<file path="config.mk">
export PLATFORM = sky130hd
export DESIGN_NAME = blinkled_pattern_player_flat
export DESIGN_NICKNAME = d
export VERILOG_FILES = /design/src/rtl/blinkled_player_pkg.sv /design/src/rtl/blinkled_pattern_player_if.sv /design/src/rtl/blinkled_tick_gen.sv /design/src/rtl/blinkled_pattern_player.sv /design/src/flat_wrapper.sv
export SDC_FILE = /design/constraint.sdc
export NUM_CORES = 1
export LEC_CHECK = 0
export BUFFER_PORTS_ARGS = -buffer_cell sky130_fd_sc_hd__buf_4
export CAP_MARGIN = 30
export CORE_ASPECT_RATIO = 0.8
export CORE_MARGIN = 8
export CORE_UTILIZATION = 60
export DETAILED_ROUTE_END_ITERATION = 7
export PLACE_DENSITY = 0.89
export SYNTH_ARGS = -nofsm -noshare
export SYNTH_HDL_FRONTEND = slang
export SYNTH_SLANG_ARGS = --single-unit
</file>
<file path="constraint.sdc">
create_clock -name clk -period 4.5 [get_ports clk]
set_input_delay 0 -clock clk [delete_from_list [all_inputs] [get_ports clk]]
set_output_delay 0 -clock clk [all_outputs]
set_load 0.01 [all_outputs]
</file>
<file path="src/rtl/blinkled_player_pkg.sv">
// Shared types and word-format constants for the LED pattern player.
// Holds the FSM state enum, duration field position and end marker.
package blinkled_player_pkg;

    typedef enum logic [1:0] {
        IDLE,
        FETCH,
        CAPTURE,
        HOLD
    } state_e;

    localparam int DUR_MSB = 31;
    localparam int DUR_LSB = 16;

    // A word whose duration field equals this ends the sequence.
    localparam logic [15:0] END_MARKER = 16'h0000;

    function automatic logic [15:0] word_dur(input logic [31:0] w);
        return w[DUR_MSB:DUR_LSB];
    endfunction

endpackage

</file>
<file path="src/rtl/blinkled_pattern_player_if.sv">
// Pattern RAM read bus between the player (master) and the RAM (slave).
// Ports: mem_address/chipselect/write/clken out, mem_readdata in (1-cycle).
interface blinkled_pattern_player_if;

    logic [15:0] mem_address;
    logic        mem_chipselect;
    logic        mem_write;
    logic        mem_clken;
    logic [31:0] mem_readdata;

    modport master (
        output mem_address,
        output mem_chipselect,
        output mem_write,
        output mem_clken,
        input  mem_readdata
    );

    modport slave (
        input  mem_address,
        input  mem_chipselect,
        input  mem_write,
        input  mem_clken,
        output mem_readdata
    );

endinterface

</file>
<file path="src/rtl/blinkled_tick_gen.sv">
// Duration prescaler: one-cycle tick every TICK_DIV clk cycles.
// Ports: clk, reset (async high), clr (restart count), tick (pulse out).
module blinkled_tick_gen #(
    parameter int TICK_DIV = 50000
) (
    input  logic clk,
    input  logic reset,
    input  logic clr,
    output logic tick
);

    localparam int CW = $clog2(TICK_DIV);
    localparam logic [CW-1:0] LAST = CW'(TICK_DIV - 1);

    logic [CW-1:0] cnt_q;
    logic [CW-1:0] cnt_d;

    assign tick = (cnt_q == LAST);

    always_comb begin
        cnt_d = cnt_q + 1'b1;
        if (clr || tick) begin
            cnt_d = '0;
        end
    end

    always_ff @(posedge clk or posedge reset) begin
        if (reset) begin
            cnt_q <= '0;
        end else begin
            cnt_q <= cnt_d;
        end
    end

endmodule

</file>
<file path="src/rtl/blinkled_pattern_player.sv">
// Plays {duration, pattern} words from a pattern RAM onto the LEDs.
// Ports: clk, reset, start/stop/loop_en/base_addr control, leds, busy,
//        done pulse, and the RAM read bus (mem, master side).
module blinkled_pattern_player
    import blinkled_player_pkg::*;
#(
    parameter int TICK_DIV = 50000,
    parameter int LED_W    = 10,
    parameter int DEPTH    = 50000
) (
    input  logic             clk,
    input  logic             reset,
    input  logic             start,
    input  logic             stop,
    input  logic             loop_en,
    input  logic [15:0]      base_addr,
    output logic [LED_W-1:0] leds,
    output logic             busy,
    output logic             done,
    blinkled_pattern_player_if.master mem
);

    localparam logic [15:0] PTR_LAST = 16'(DEPTH - 1);

    state_e            state_q, state_d;
    logic [15:0]       ptr_q, ptr_d;
    logic [15:0]       base_q, base_d;
    logic [15:0]       cnt_q, cnt_d;
    logic [LED_W-1:0]  leds_q, leds_d;
    logic              busy_q, busy_d;
    logic              done_q, done_d;
    logic              cs_q, cs_d;

    logic              tick;
    logic              pre_clr;
    logic [15:0]       dur;
    logic [15:0]       ptr_next;

    // Pattern bits above LED_W and below the duration field are don't-care.
    logic              unused_rd;
    assign unused_rd = ^mem.mem_readdata;

    blinkled_tick_gen #(
        .TICK_DIV (TICK_DIV)
    ) u_tick (
        .clk   (clk),
        .reset (reset),
        .clr   (pre_clr),
        .tick  (tick)
    );

    assign dur      = word_dur(mem.mem_readdata);
    assign ptr_next = (ptr_q == PTR_LAST) ? 16'd0 : ptr_q + 16'd1;

    always_comb begin
        state_d = state_q;
        ptr_d   = ptr_q;
        base_d  = base_q;
        cnt_d   = cnt_q;
        leds_d  = leds_q;
        done_d  = 1'b0;
        pre_clr = 1'b0;
        if (stop) begin
            state_d = IDLE;
            leds_d  = '0;
        end else begin
            unique case (state_q)
                IDLE: begin
                    if (start) begin
                        ptr_d   = base_addr;
                        base_d  = base_addr;
                        state_d = FETCH;
                    end
                end
                FETCH: begin
                    state_d = CAPTURE;
                end
                CAPTURE: begin
                    if (dur != END_MARKER) begin
                        leds_d  = mem.mem_readdata[LED_W-1:0];
                        cnt_d   = dur;
                        pre_clr = 1'b1;
                        state_d = HOLD;
                    end else if (loop_en) begin
                        ptr_d   = base_q;
                        state_d = FETCH;
                    end else begin
                        done_d  = 1'b1;
                        state_d = IDLE;
                    end
                end
                HOLD: begin
                    if (tick) begin
                        cnt_d = cnt_q - 16'd1;
                        // Last tick of this word: move on.
                        if (cnt_q == 16'd1) begin
                            ptr_d   = ptr_next;
                            state_d = FETCH;
                        end
                    end
                end
                default: begin
                    state_d = IDLE;
                end
            endcase
        end
        busy_d = (state_d != IDLE);
        cs_d   = (state_d == FETCH);
    end

    always_ff @(posedge clk or posedge reset) begin
        if (reset) begin
            state_q <= IDLE;
            ptr_q   <= '0;
            base_q  <= '0;
            cnt_q   <= '0;
            leds_q  <= '0;
            busy_q  <= 1'b0;
            done_q  <= 1'b0;
            cs_q    <= 1'b0;
        end else begin
            state_q <= state_d;
            ptr_q   <= ptr_d;
            base_q  <= base_d;
            cnt_q   <= cnt_d;
            leds_q  <= leds_d;
            busy_q  <= busy_d;
            done_q  <= done_d;
            cs_q    <= cs_d;
        end
    end

    assign leds               = leds_q;
    assign busy               = busy_q;
    assign done               = done_q;
    assign mem.mem_address    = ptr_q;
    assign mem.mem_chipselect = cs_q;
    assign mem.mem_write      = 1'b0;
    assign mem.mem_clken      = 1'b1;

endmodule

</file>
<file path="src/flat_wrapper.sv">
// flat-port wrapper written by rule: the top's interface ports become plain ports
module blinkled_pattern_player_flat import blinkled_player_pkg::*;
#(
    parameter int TICK_DIV = 50000,
    parameter int LED_W    = 10,
    parameter int DEPTH    = 50000
)
  (clk, reset, start, stop, loop_en, base_addr, leds, busy, done, mem_mem_address, mem_mem_chipselect, mem_mem_write, mem_mem_clken, mem_mem_readdata);
  blinkled_pattern_player_if mem_i ();
  input  logic clk;
  input  logic reset;
  input  logic start;
  input  logic stop;
  input  logic loop_en;
  input  logic [15:0] base_addr;
  output logic [LED_W-1:0] leds;
  output logic busy;
  output logic done;
  output wire logic [$bits(mem_i.mem_address)-1:0] mem_mem_address;
  output wire logic [$bits(mem_i.mem_chipselect)-1:0] mem_mem_chipselect;
  output wire logic [$bits(mem_i.mem_write)-1:0] mem_mem_write;
  output wire logic [$bits(mem_i.mem_clken)-1:0] mem_mem_clken;
  input wire logic [$bits(mem_i.mem_readdata)-1:0] mem_mem_readdata;
  assign mem_mem_address = mem_i.mem_address;
  assign mem_mem_chipselect = mem_i.mem_chipselect;
  assign mem_mem_write = mem_i.mem_write;
  assign mem_mem_clken = mem_i.mem_clken;
  assign mem_i.mem_readdata = mem_mem_readdata;
  blinkled_pattern_player #(.TICK_DIV(TICK_DIV), .LED_W(LED_W), .DEPTH(DEPTH)) u_core (.clk(clk), .reset(reset), .start(start), .stop(stop), .loop_en(loop_en), .base_addr(base_addr), .leds(leds), .busy(busy), .done(done), .mem(mem_i));
endmodule
</file>
# Word-level counts from Yosys, hierarchy flattened
# Cells that the tools add are included.
totals:
  ff_bits: 79
  inputBits: 53
  output_inout_bits: 31
  wordCells: 66
op_classes:
  add_sub_neg: 3
  n_eq_ne: 13
  n_mux: 28
  bitwise_logic: 1
  n_reduce_logical: 12
op_table:
  columns: ["cell", "count"]
  rows:
  - ["$mux W16", 9]
  - ["$pmux W16 S3", 1]
  - ["$add A16 B1 Y16 const B", 2]
  - ["$eq A16 B16 Y1 const B", 2]
  - ["$pmux W16 S2", 1]
  - ["$mux W10", 3]
  - ["$eq A16 B1 Y1 const B", 1]
  - ["$reduce_bool A16 Y1", 1]
  - ["$sub A16 B1 Y16 const B", 1]
  - ["$mux W2", 5]
  - ["$mux W1", 8]
  - ["$ne A2 B2 Y1 const B", 4]
  - ["$pmux W2 S4", 1]
  - ["$reduce_bool A2 Y1", 4]
  - ["$reduce_and A7 Y1", 1]
  - ["$eq A2 B1 Y1 const B", 2]
  - ["$eq A2 B2 Y1 const B", 2]
  - ["$ne A2 B1 Y1 const B", 2]
  - ["$reduce_and A4 Y1", 1]
  - ["$reduce_and A3 Y1", 1]
  - ["$reduce_bool A3 Y1", 1]
  - ["$logic_not A2 Y1", 1]
  - ["$reduce_and A2 Y1", 1]
  - ["$logic_or A1 B1 Y1", 1]
  - ["$not A1 Y1", 1]

# Depth between registers and ports, before layout
# Gate-level depths: netlist (run 1).
logic_depth:
  ltp_word: 6
  depth_mapped: 9

# Modules after synthesis
# Synthesis (run 1) repeated with hierarchy kept, for this count alone.
hier_totals:
  hier_cells: 462
  hier_area_um2: 4470.5
modules_own_cells:
  columns: ["module", "n_inst", "cells_per_inst", "area_each_um2", "seq_area_each_um2"]
  rows:
  - ["blinkled_pattern_player", 1, 379, 3608.5, 1576.5]
  - ["blinkled_tick_gen", 1, 83, 862.1, 400.4]

# Least setup slack after synthesis (run 1)
# No wires, ideal clock.
synth_path:
  path_type: "register -> register"
  startpoint: "reg u_core.u_tick.cnt_q[5]"
  endpoint: "reg u_core.ptr_q[0], in the netlist u_core.mem.mem_address[0]"
  setup_time_ns: 0.125
  t_arrival_ns: 1.911
  slack_ns: 2.464
  path_stages_with_launch: 7
  path_buffers: 1
  cell_sequence: "dfrtp_1 > nor4b_2 > nand4_1 > o32ai_4 > and2_1 > buf_6 > mux2_2"
synth_between:
  elab_chain_len: 3
synth_lines:
  columns: ["element", "line", "rtl"]
  rows:
  - ["start, declared", "blinkled_tick_gen.sv:15", "logic [CW-1:0] cnt_q;"]
  - ["start signal, assigned", "blinkled_tick_gen.sv:31", "cnt_q <= cnt_d;"]
  - ["$eq A16 B16 Y1", "blinkled_tick_gen.sv:18", "assign tick = (cnt_q == LAST);"]
  - ["$ne A2 B2 Y1 (no source line)", null, null]
  - ["$reduce_and A7 Y1 (no source line)", null, null]
  - ["end signal, assigned", "blinkled_pattern_player.sv:123", "ptr_q <= ptr_d;"]
  - ["end, declared", "blinkled_pattern_player.sv:26", "logic [15:0] ptr_q, ptr_d;"]
# Every way passes these cells.
# A chain may end at the register's enable or synchronous reset.

# Worst setup path in the final report (run 1)
layout_path:
  startpoint: "reg u_core.state_q[1]"
  endpoint: "reg u_core.ptr_q[0], in the netlist u_core.mem.mem_address[0]"
layout_between:
  elab_chain_len: 3
  word_cells_on_any_way: 11
layout_lines:
  columns: ["element", "line", "rtl"]
  rows:
  - ["start, declared", "blinkled_pattern_player.sv:25", "state_e state_q, state_d;"]
  - ["start signal, assigned", "blinkled_pattern_player.sv:122", "state_q <= state_d;"]
  - ["$eq A2 B2 Y1 / $logic_not A2 Y1 (equally long branches)", "blinkled_pattern_player.sv:67", "unique case (state_q)"]
  - ["$ne A2 B1 Y1 (no source line), or another cell as far along", null, null]
  - ["$reduce_and A7 Y1 (no source line)", null, null]
# Several ways; a longest one is shown, not always the timed one.

==> results.ini, run 1 <==
[status]
status=finished, final reports clean

[layout]
layout_common_cells=81 x buf_4, 79 x dfrtp_1, 60 x nor2_1
antenna_cells=0
final_cells=661
post-route-util_pct=81.8
drive_gt1_share_pct=22.3
fin_nets=626
area_delta_synth_final_pct=30.5
mostFrequentLayoutCell=buf_4

[global_routing]
grt_pass1_vias=4030
antenna_found_initial=0
grt_pass1_wl_um=20000
overflow=0
grtUsageTotal_pct=23.6
grt_max_degree=41

[clocking]
tritoncts=built
clock_sinks=79
htree_levels=3
clk_latency_ns=0.36
cts_setup_buffers=0
cts-buffers-inserted=9
cts.clk_slew.worst_paths_ns=0.08
cts-root-buf=clkbuf_8
cts_max_path_buffers=2

[yosys]
synth_edf_count=0
async_flop_share_pct=100
seq_area_frac_synth_pct=45.4
synth_cells=456
synth_nets=513
synth_cell_types=59
ys_warn_count=0
synth_area_leader_cell=dfrtp_1
synth_flop_cell=dfrtp_1
synth.avg_cell_area_um2=9.56
yosys.area.top_type_share_pct=45.4
ys_ff_latch=79
netlist_top_cells_area=dfrtp_1 45%, nor2_1 5.2%, mux2_2 4.4%
synth_area_um2=4360

[die]
dieArea_um2=10300
rows=27
die_h_um=92.2
ios=84
initial_core_util_pct=62.6
fp.coreArea_um2=6960
die_w_um=111

[place]
gp_congestion=0.878
dpl.cell_count=596
dp_hpwl_um=7690
port_buffers=75

[sta]
rsz0062_at_grt=no
tns_ns=0
period_share_pct=66.6
slew_headroom_pct=41.2
finalSetupViolCount=0
fin_skew_ns=0.00905
fmax_mhz=334
final_max_slew_viol_count=0
worst_pin_slew_ns=0.882
finalCriticalPeriod_ns=3.00
final-hold-violation-count=0

[routing]
vias=4154
ant_nets=0
dr.pass1.iters=4
wirelength_um=12200
drc=0
avgViaCountPerCell=6.28
wl_per_cell_um=18.4
first_iter_violations=434

[min_path]
hold_class=in2reg
hold_path_depth=4
hold_path.startpoint=mem_mem_readdata[20]
min_to=u_core.cnt_q[4]

[worst_setup_path]
crit_chain=and2_1 > buf_4 > nand3_1 > o32ai_4 > and2_1 > mux2_2
worst-r2r-setup-slack_ns=1.50
timing.rr.start=u_core.state_q[1]
reg2reg_depth=6
critPathMostFrequentCell=and2_1
arrival_ns=3.25
crit_path_top_delay_cell=dfrtp_1
crit_fanout=25
max_stage_delay_ns=0.78
required_ns=4.75
cp-start-kind=flop
end_kind=flop
rr_endpoint=u_core.mem.mem_address[0]
critPathKind=reg2reg

[pwr]
total_power_mw=2.27
p_clk_share_pct=27.1
switchingPower_mw=0.760
p_per_area_nw_per_um2=399
ir_drop_mv=0.253
swShare_pct=33.5
leakage_nw=2.52
intPower_mw=1.51
combPwrFrac_pct=26.1
seqPwrFrac_pct=46.7

[run]
cap_viol_max_count=0

## worst max path at each step
stage	start	end	slack [ns]	cells after the start
floorplan	u_core.u_tick.cnt_q[5]	u_core.mem.mem_address[0]	2.46	6
global placement	u_core.state_q[1]	u_core.mem.mem_address[0]	1.56	6
detailed placement	u_core.state_q[1]	u_core.mem.mem_address[0]	1.58	6
CTS	u_core.state_q[1]	u_core.leds[6]	1.24	5
global route	u_core.state_q[1]	u_core.base_q[3]	1.36	5
finish	u_core.state_q[1]	u_core.mem.mem_address[0]	1.50	6
## routing by layer
| layer | GRT usage, % | part of all wire [%] |
|---|---|---|
| met2 | 38.9 | 49 |
| met1 | 29.2 | 42 |
| met5 | 0 | 0 |
| met4 | 6.76 | 1.9 |
| met3 | 7.42 | 7.4 |
## synthesized netlist by cell type, drive strengths merged (4+ instances only)
cell,count
a21oi,28
a22o,12
a31oi,8
a41oi,4
and2,4
and3,17
and4,4
buf,13
clkbuf,15
dfrtp,79
ha,4
inv,10
mux2,17
mux2i,10
nand2,24
nand3,27
nand4,6
nor2,60
nor3,12
nor4,8
o211ai,7
o21ai,13
o21bai,4
o22a,6
o31ai,4
o41ai,4
xnor2,8
xor2,5
## per-stage QoR
stage,area [µm²],setup WS [ns],hold slack (ns)
2_1_floorplan,4360,2.46,0.152
3_3_place_gp,4950,1.56,0.202
3_5_place_dp,4950,1.58,0.213
4_1_cts,5650,1.24,0.0291
5_1_grt,5690,1.36,0.0534
6_report,5690,1.50,0.0453
## logic make-up (layout without fill, tap and decap cells)
kind of cell / after synthesis / in the layout / synth area share, %
other: 2 / 2 / 0.172
DFF: 79 / 79 / 45.4
AOI/OAI and AO/OA: 107 / 107 / 17.7
adders and majority gates: 4 / 4 / 1.15
xor gates and xnor gates: 13 / 13 / 2.61
and+or+nand+nor: 185 / 185 / 22.1
muxes: 27 / 27 / 6.69
buffers and inverters: 39 / 157 / 4.25
## area by class of cell
class / count / area, µm²
Tap cell: 87 / 109
Inverter: 11 / 41.3
Multi-Input combinational cell: 338 / 2210
Timing Repair Buffer: 130 / 1120
Clock buffer: 10 / 138
Clock inverter: 6 / 92.6
Fill cell: 409 / 1270
Sequential cell: 79 / 1980
## sequential cells by signal (all words and copies together) (netlist names)
register and flops:
u_core.u_tick.cnt_q 16, u_core.mem.mem_address 16, u_core.mem.mem_chipselect 1, u_core.cnt_q 16
u_core.leds 10, u_core.done 1, u_core.state_q 2, u_core.busy 1
u_core.base_q 16
## critical path: cells and delay by family (launching register included)
| kind | cells | cell delay, ns |
|---|---|---|
| AO/OA/AOI/OAI | 1 | 0.62 |
| buffers and inverters | 1 | 0.27 |
| flip-flops | 1 | 0.78 |
| multiplexers | 1 | 0.37 |
| AND/OR/NAND/NOR | 3 | 0.83 |
## what timing repair did
action / 4_1_cts / 5_1_grt
endpoints found under the hold margin: 84 / 0
resized for setup: 0 / 0
hold buffers: 47 / 0
## power groups by stage
stage | Clock [mW] | Combinational [mW] | Sequential [mW]
3_3_place_gp | 0 | 0.522 | 1.05
3_5_place_dp | 0 | 0.548 | 1.06
5_1_grt | 0.644 | 0.650 | 1.09
6_report | 0.615 | 0.593 | 1.06
4_1_cts | 0.614 | 0.581 | 1.05
2_1_floorplan | 0 | 0.342 | 1.03
Power figures use the tool's default switching activity.
==> run 2: changes to the inputs <==
ABC_AREA = 1   (was unset)
CORE_UTILIZATION = 57   (was 60)
PLACE_DENSITY = 0.84   (was 0.89)
clock period = 2.8 ns   (was 4.5 ns; I/O delays follow)
==> results.ini, run 2 <==
[run]
cap_viol_max_count=0

[yosys]
synth_flop_cell=dfrtp_1
synth_common_cells=179 x nand2_1, 111 x nor2_1, 79 x dfrtp_1
synth_area_um2=4790
synth_top_family_by_area=simple AND/OR/NAND/NOR gates
seq_area_frac_synth_pct=41.3
synthMuxAreaShare_pct=1.65
synthAdderAreaFrac_pct=1.04
synth_compound_area_share_pct=8.49
ys_ff_latch=79
yosys.area_share.simple_pct=35.9
synth_area_leader_cell=dfrtp_1
async_flop_share_pct=100
ys_warn_count=0
synth_cells=661
synth_nets=718
synth_cell_types=39
synth_most_common_cell=nand2_1
netlist_top_cells_area=dfrtp_1 41%, nand2_1 14%, nor2_1 8.7%
synth.avg_cell_area_um2=7.25
yosys.area.top_type_share_pct=41.3
synth-xor-area-share_pct=2.56
synth_edf_count=0

[clocking]
clock_sinks=79
cts-buffers-inserted=9
cts_setup_buffers=0
tritoncts=built
htree_levels=3
clk_latency_ns=0.37
cts-root-buf=clkbuf_8
cts.clk_slew.worst_paths_ns=0.10
cts-resized-gates=0
cts_max_path_buffers=2

[global_routing]
grt_pass1_vias=4590
grtUsageTotal_pct=22.9
grt_pass1_wl_um=22000
overflow=0
antenna_found_initial=1
grt_max_degree=46

[worst_setup_path]
crit_cells=5
end_kind=flop
critPathKind=reg2reg
required_ns=3.02
critical_path_buf_inv_count=1
crit_family=simple AND/OR/NAND/NOR gates
arrival_ns=2.58
max_stage_delay_ns=0.58
reg2reg_depth=5
cp-start-kind=flop
crit_fanout=16
crit_path_top_delay_cell=dfrtp_1
crit_chain=inv_1 > nor2_1 > nand3_1 > nand2_1 > nor3_1

[pwr]
leakage_nw=2.97
seqPwrFrac_pct=42.3
total_power_mw=4.63
p_per_area_nw_per_um2=775
swShare_pct=41.6
combPwrFrac_pct=37.9
switchingPower_mw=1.93
ir_drop_mv=0.362
p_clk_share_pct=19.8
intPower_mw=2.70

[place]
dpl.cell_count=829
port_buffers=75
place_ws_ns=0.494
dp_hpwl_um=8830
dpl-instance-area_um2=5370
gp_congestion=0.918

[routing]
vias=4716
drc=0
wl_per_cell_um=14.6
avgViaCountPerCell=5.33
wirelength_um=12900
dr.pass1.iters=5
ant_nets=0
first_iter_violations=429

[die]
die_h_um=98
ios=84
fp.coreArea_um2=8330
die_w_um=119
dieArea_um2=11600
initial_core_util_pct=57.5
rows=30

[min_path]
hold_path_depth=5
hold_class=in2reg

[sta]
finalCriticalPeriod_ns=2.36
finalSetupViolCount=0
worst_pin_slew_ns=0.800
tns_ns=0
final-hold-violation-count=0
period_share_pct=84.2
rsz0062_at_grt=no
final_max_slew_viol_count=0
whs_ns=0.0133
worst_slack_ns=0.443
fin_skew_ns=0.0162
fmax_mhz=424
slew_headroom_pct=46.5

[layout]
layout_common_cells=179 x nand2_1, 111 x nor2_1, 79 x dfrtp_1
area_delta_synth_final_pct=24.6
design_area_um2=5970
post-route-util_pct=71.7
final_cells=885
drive_gt1_share_pct=17.6
mostFrequentLayoutCell=nand2_1
fin_nets=824

[status]
status=finished, final reports clean

run 2: cell count changes after synthesis, sizes merged, moves of 17 or more:
| cell | delta |
|---|---|
| a21oi | -24 |
| and3 | -17 |
| inv | +62 |
| nand2 | +166 |
| nand3 | +25 |
| nor2 | +56 |
| o21ai | +45 |
run 2: logic make-up after synthesis:
| logic type | Yosys count |
|---|---|
| muxes | 7 |
| other | 2 |
| xor gates and xnor gates | 14 |
| buffers and inverters | 93 |
| and+or+nand+nor | 393 |
| DFF | 79 |
| AOI/OAI and AO/OA | 69 |
| adders and majority gates | 4 |
run 2: final timing paths:
check                                          start                endpoint  slack (ns)
worst max register to register     u_core.state_q[1]  u_core.u_tick.cnt_q[7]        0.44
worst min-delay path            mem_mem_readdata[30]        u_core.cnt_q[14]        0.01
worst max-delay path               u_core.state_q[1]  u_core.u_tick.cnt_q[7]        0.44
max in group asynchronous                      reset             u_core.busy        1.77
worst min register to register      u_core.base_q[0]        u_core.base_q[0]        0.50
min in group asynchronous                      reset        u_core.cnt_q[11]        0.35
run 2: layer usage:
layer	GRT usage, %	part of all wire [%]	up-vias	wire length (µm)
li1	-	-	2304	-
met1	29.9	45	2194	5770
met2	36.4	46	205	5920
met3	7.50	8.6	13	1110
met4	4.66	0.98	0	127
met5	0	0	-	0
run 2: cell type report:
cell class | instances | area, µm²
Clock inverter | 6 | 73.8
Inverter | 72 | 273
Clock buffer | 10 | 138
Multi-Input combinational cell | 489 | 2390
Fill cell | 691 | 2360
Timing Repair Buffer | 116 | 981
Sequential cell | 79 | 1980
Antenna cell | 1 | 2.50
Tap cell | 112 | 140
run 2: repair_timing:
| action | 4_1_cts | 5_1_grt |
|---|---|---|
| hold buffers | 39 | 0 |
| setup endpoints to repair | 0 | 0 |
| hold endpoints to repair | 79 | 0 |
run 2: power groups by stage:
stage                     sequential, mW  combinational, mW  clock (mW)
after global routing                2.02               2.00       0.975
after CTS                           1.94               1.74       0.924
after detailed placement            1.96               1.69           0
after global placement              1.94               1.64           0
after floorplan                     1.91               1.17           0
final                               1.95               1.76       0.916
run 2: worst min-delay path, cell delays in order:
cell     delay, ns
buf_4         0.08
nor2_1        0.04
nor2_1        0.10
nand2_1       0.06
nand2_1       0.05
